===== src/rtl/mm_arbiter.sv =====
// mm_arbiter: round-robin arbiter sharing one mainmemory line port
// between two L1 cache controllers, with a read-response watchdog.
module mm_arbiter #(
    parameter int TIMEOUT = 64
) (
    input  logic         clk,
    input  logic         reset,
    input  logic [31:0]  p0_a,
    input  logic         p0_read,
    input  logic         p0_write,
    input  logic [255:0] p0_wd,
    output logic         p0_ready,
    output logic [255:0] p0_rd,
    output logic         p0_rd_valid,
    input  logic [31:0]  p1_a,
    input  logic         p1_read,
    input  logic         p1_write,
    input  logic [255:0] p1_wd,
    output logic         p1_ready,
    output logic [255:0] p1_rd,
    output logic         p1_rd_valid,
    output logic [26:0]  mm_a,
    output logic [255:0] mm_wd,
    output logic         mm_read,
    output logic         mm_write,
    input  logic [255:0] mm_rd,
    input  logic         mm_valid,
    input  logic         mm_ready,
    output logic         err
);
    typedef enum logic [1:0] {IDLE, ISSUE, RD_WAIT, WR_WAIT} state_t;

    state_t       state;
    state_t       state_nx;
    logic         op_rd;
    logic         gnt;
    logic         last_grant;
    logic         drop;
    logic [26:0]  cmd_a;
    logic [255:0] cmd_wd;
    logic [7:0]   wdog;

    logic         req0;
    logic         req1;
    logic         win1;
    logic         grant;
    logic         sel_rd;
    logic         sel_wr;
    logic [26:0]  sel_a;
    logic [255:0] sel_wd;
    logic         hit;
    logic         unused_lsb;

    assign req0   = p0_read | p0_write;
    assign req1   = p1_read | p1_write;
    assign win1   = req1 & (~req0 | ~last_grant);
    assign sel_rd = win1 ? p1_read : p0_read;
    assign sel_wr = win1 ? p1_write : p0_write;
    assign sel_a  = win1 ? p1_a[31:5] : p0_a[31:5];
    assign sel_wd = win1 ? p1_wd : p0_wd;
    assign hit    = (wdog == 8'(TIMEOUT));

    assign unused_lsb = ^{p0_a[4:0], p1_a[4:0]};

    always_ff @(posedge clk) begin
        if (reset) state <= IDLE;
        else       state <= state_nx;
    end

    always_comb begin
        state_nx    = state;
        grant       = 1'b0;
        p0_ready    = 1'b0;
        p1_ready    = 1'b0;
        p0_rd_valid = 1'b0;
        p1_rd_valid = 1'b0;
        p0_rd       = mm_rd;
        p1_rd       = mm_rd;
        mm_read     = 1'b0;
        mm_write    = 1'b0;
        mm_a        = '0;
        mm_wd       = '0;
        unique case (state)
            IDLE: begin
                if ((req0 | req1) && mm_ready) begin
                    grant    = 1'b1;
                    p0_ready = ~win1;
                    p1_ready = win1;
                    state_nx = ISSUE;
                end
            end
            ISSUE: begin
                mm_read  = op_rd;
                mm_write = ~op_rd;
                mm_a     = cmd_a;
                mm_wd    = cmd_wd;
                state_nx = op_rd ? RD_WAIT : WR_WAIT;
            end
            RD_WAIT: begin
                if (mm_valid || hit) begin
                    p0_rd_valid = ~gnt;
                    p1_rd_valid = gnt;
                    state_nx    = IDLE;
                    // A real response beats a same-cycle watchdog expiry
                    if (!mm_valid) begin
                        p0_rd = '0;
                        p1_rd = '0;
                    end
                end
            end
            WR_WAIT: begin
                if (mm_ready) state_nx = IDLE;
            end
            default: state_nx = IDLE;
        endcase
    end

    always_ff @(posedge clk) begin
        if (reset) begin
            op_rd      <= 1'b0;
            gnt        <= 1'b0;
            last_grant <= 1'b1;
            cmd_a      <= '0;
            cmd_wd     <= '0;
            wdog       <= '0;
            err        <= 1'b0;
            // Remember an abandoned read so its late response is swallowed
            if (state == RD_WAIT || (state == ISSUE && op_rd))
                drop <= 1'b1;
        end else begin
            if (grant) begin
                op_rd      <= sel_rd;
                gnt        <= win1;
                last_grant <= win1;
                cmd_a      <= sel_a;
                cmd_wd     <= sel_wd;
                drop       <= 1'b0;
                if (sel_rd && sel_wr) err <= 1'b1;
            end
            if (state == ISSUE)
                wdog <= '0;
            else if (state == RD_WAIT)
                wdog <= wdog + 8'd1;
            if (state == RD_WAIT && hit && !mm_valid)
                err <= 1'b1;
            if (mm_valid && state != RD_WAIT) begin
                if (!drop) err <= 1'b1;
                drop <= 1'b0;
            end
        end
    end
endmodule


===== config.mk =====
export PLATFORM = sky130hd
export DESIGN_NAME = mm_arbiter
export DESIGN_NICKNAME = d
export VERILOG_FILES = /design/src/rtl/mm_arbiter.sv
export SDC_FILE = /design/constraint.sdc
export NUM_CORES = 1
export LEC_CHECK = 0
export BUFFER_PORTS_ARGS = -buffer_cell sky130_fd_sc_hd__buf_2
export CORE_AREA = 4 4 633 635
export DETAILED_ROUTE_END_ITERATION = 8
export DIE_AREA = 0 0 637 639
export GPL_ROUTABILITY_DRIVEN = 0
export PLACE_DENSITY = 0.3
export SYNTH_ARGS = -nofsm -noshare
export SYNTH_HDL_FRONTEND = slang
export SYNTH_SLANG_ARGS = --single-unit

===== constraint.sdc =====
create_clock -name clk -period 4.35 [get_ports clk]
set_input_delay 0.2175 -clock clk [delete_from_list [all_inputs] [get_ports clk]]
set_output_delay 0.2175 -clock clk [all_outputs]
set_load 0.01 [all_outputs]

==> out/metrics.cfg <==
[detailed_routing]
via_count = 26491
wl_per_cell_um = 26.78
drt_iter0_markers = 1636
drc = 0
wirelength_um = 260300
first_pass_iters = 5
viasPerCell = 2.725
antenna_left = 0

[critical_path]
crit_start = state[1]
endpoint = p0_rd[6]
reg2reg_to = cmd_wd[188]
r2r-start = state[1]
rrSetupSlack_ns = 1.27
max_stage_delay_ns = 0.72
cp_slowest_cell = or4_4
path_cells = nand2b_1 > or4_4 > buf_12 > and2_1 > buf_2
critPathCaptureType = output port
required_ns = 4.13
path_class = flip-flop to output port
cp-start-kind = flip-flop
rr_worst_depth = 6
critPathArrivalTime_ns = 3.37
cp_max_fo = 70

[place]
io_buffers = 1631
place_area_um2 = 30790
dp_hpwl_um = 227600

[timing]
hold_violations = 0
clock_skew_ns = 0.02043
tns_ns = 0
rsz0062_at_grt = no
tightest_slew_ns = 1.467
drv_slew = 0
fin_crit_sh = 0.8250
setup_viol = 0
whs_ns = 0.1643
relSlewSlack = 0.02223
fin_crit_ns = 3.589
fmax_mhz = 278.7

[logic_synthesis]
synth_seq_cells = 298
ys_types = 39
synthCells = 2533
synth_top_family_by_area = simple AND/OR/NAND/NOR gates
synth_simple_gate_area_share = 0.3685
synth_fa_ha_area_frac = 0.001348
async_flop_share = 0
synth-seq-area-share = 0.3220
synthXorXnorAreaFrac = 0.002831
yosysWarnings = 0
muxShareOfSynthArea = 0.0006067
syn-num-nets = 3375
synth_edf_count = 1
synth_compound_area_frac = 0.1412
avgSynthCellArea_um2 = 7.327
ys.flop_type = dfxtp_1
syn_area_um2 = 18560

[final_layout]
design_area_um2 = 38280
multiInputGateArea_um2 = 9583
areaGrowthSynthToFinish_pct = 106.2
regArea_um2 = 5976
fill_cells = 46864
nets = 5186
drive_gt1_frac = 0.3984

[clocking]
cts_setup_buffers = 0
cts_resized = 0
insertion_delay_ns = 0.66
cts_made_buffers = 47
clkSinkCount = 298
cts_tree = yes
cts.htree.levels = 2
clock_tree.root_cell = clkbuf_16
cts.clk_slew.worst_paths_ns = 0.05
cts.path.max_buffers = 3

[floorplanning]
ios = 1642
die_y_um = 639
core_area_um2 = 395100
start_util = 0.04698
num_rows = 231
die_w_um = 637
die_area_um2 = 407000

[grt]
grt_max_degree = 168
grt-ovfl-total = 0
grt_pass1_vias = 25636
antenna_found_initial = 207
grt_pass1_wl_um = 313600
track_usage = 0.1214

[pwr]
vdd_drop_max_uv = 254.9
clkPwrFrac = 0.358
p_leak_nw = 16.75
switchingPower_w = 0.004023
internal_power_w = 0.006909
combPwrFrac = 0.346
p_per_area_nw_per_um2 = 285.6
seq_power_share = 0.296
swShare = 0.3680

[run]
maxCapViolCount = 0

[worst_hold_path]
hp-class = input pin to flip-flop

[status]
status = complete, no violations

[synth_stat cells (2+ instances only)]
cell type | n | area, um2
dfxtp_1 | 297 | 5946
xnor2_1 | 4 | 35.03
xor2_1 | 2 | 17.52
nand3b_1 | 4 | 30.03
buf_1 | 7 | 26.28
inv_1 | 5 | 18.77
nor2_1 | 291 | 1092
clkbuf_1 | 136 | 510.5
buf_6 | 26 | 292.8
nand4_1 | 3 | 18.77
a31oi_1 | 2 | 12.51
ha_1 | 2 | 25.02
a311oi_1 | 283 | 2479
nand2b_1 | 5 | 31.28
a22oi_1 | 3 | 22.52
buf_2 | 53 | 265.3
nor2b_1 | 4 | 25.02
nand2_1 | 573 | 2151
buf_4 | 256 | 1922
a21oi_1 | 9 | 45.04
and2_1 | 540 | 3378
nor3b_1 | 3 | 22.52
nor3_1 | 9 | 45.04
[metrics by stage]
stage / total power, W / utilization / setup WS, ns / cells
6_report: 0.01093 / 0.09688 / 0.7614 / 9722
5_1_grt: 0.01157 / 0.09655 / 0.6329 / 9669
4_1_cts: 0.01126 / 0.09622 / 0.6667 / 9617
3_5_place_dp: 0.006486 / 0.07792 / 1.442 / 8965
3_3_place_gp: 0.006504 / 0.07792 / 1.461 / 8965
2_1_floorplan: 0.004788 / - / 2.236 / 2533
[repair_timing]
item / in CTS / in global routing
setup endpoints to repair: 0 / 0
endpoints found under the hold margin: 293 / 0
hold buffers: 572 / 0
[sequential cells by signal, indices dropped and copies added (netlist names)]
| signal | flops |
|---|---|
| cmd_a | 27 |
| state | 2 |
| cmd_wd | 256 |
| gnt | 1 |
| err | 1 |
| wdog | 8 |
| op_rd | 1 |
| drop | 1 |
| last_grant | 1 |
[how the worst min path moves through the flow]
stage / cells after the start / slack, ns / start / to
4_1_cts: 4 / 0.05 / p1_read / op_rd
6_report: 4 / 0.16 / p1_read / op_rd
5_1_grt: 4 / 0.12 / p1_read / op_rd
3_5_place_dp: 2 / 0.49 / cmd_wd[6] / cmd_wd[6]
2_1_floorplan: 0 / 0.32 / reset / drop
3_3_place_gp: 2 / 0.49 / cmd_wd[9] / cmd_wd[9]
[logic make-up (layout without fill, tap and decap cells)]
| kind of cell | Yosys count | in the layout |
|---|---|---|
| and+or+nand+nor | 1438 | 1438 |
| buffers and inverters | 483 | 2325 |
| AOI/OAI and AO/OA | 305 | 305 |
| DFF | 298 | 298 |
| xor gates and xnor gates | 6 | 6 |
| adders and majority gates | 2 | 2 |
| muxes | 1 | 1 |
| other | 0 | 105 |
[power groups by stage]
stage	sequential [W]	combinational, W	clock (W)
floorplan	0.00321	0.00158	0
CTS	0.00323	0.00386	0.00416
global route	0.00327	0.00410	0.00420
detailed placement	0.00329	0.00319	0
global placement	0.00329	0.00322	0
finish	0.00323	0.00378	0.00392
[layout make-up]
type / count / area share
antenna: 105 / 0.006864
clock buffer: 68 / 0.03543
clock inverter: 12 / 0.003857
inverter: 5 / 0.0004903
multi-input combinational: 1752 / 0.2503
sequential: 298 / 0.1561
tap: 5242 / 0.1713
timing repair buffer: 2240 / 0.3756
[critical path: cells and delay by family (launching register included)]
family	cells	cell delay, ns
buf+inv	2	0.54
flops	1	0.66
simple gates	3	1.30
[layer usage]
layer	wire [um]	share of wire	GRT usage
met2	132200	0.51	0.2229
met5	1031	0.0040	0
met4	9691	0.037	0.03218
met3	29560	0.11	0.05941
met1	87890	0.34	0.1209
[cells in the final DEF (no fill, tap or decap), types with 16 or more instances in the layout]
cell type / n
diode_2: 105
dlygate4sd3_1: 572
a311oi_1: 283
dfxtp_1: 297
buf_12: 16
buf_4: 21
nand2_1: 573
clkbuf_16: 48
buf_2: 1630
nor2_1: 291
and2_1: 540
Note: power is estimated with default switching activity, not from simulation.
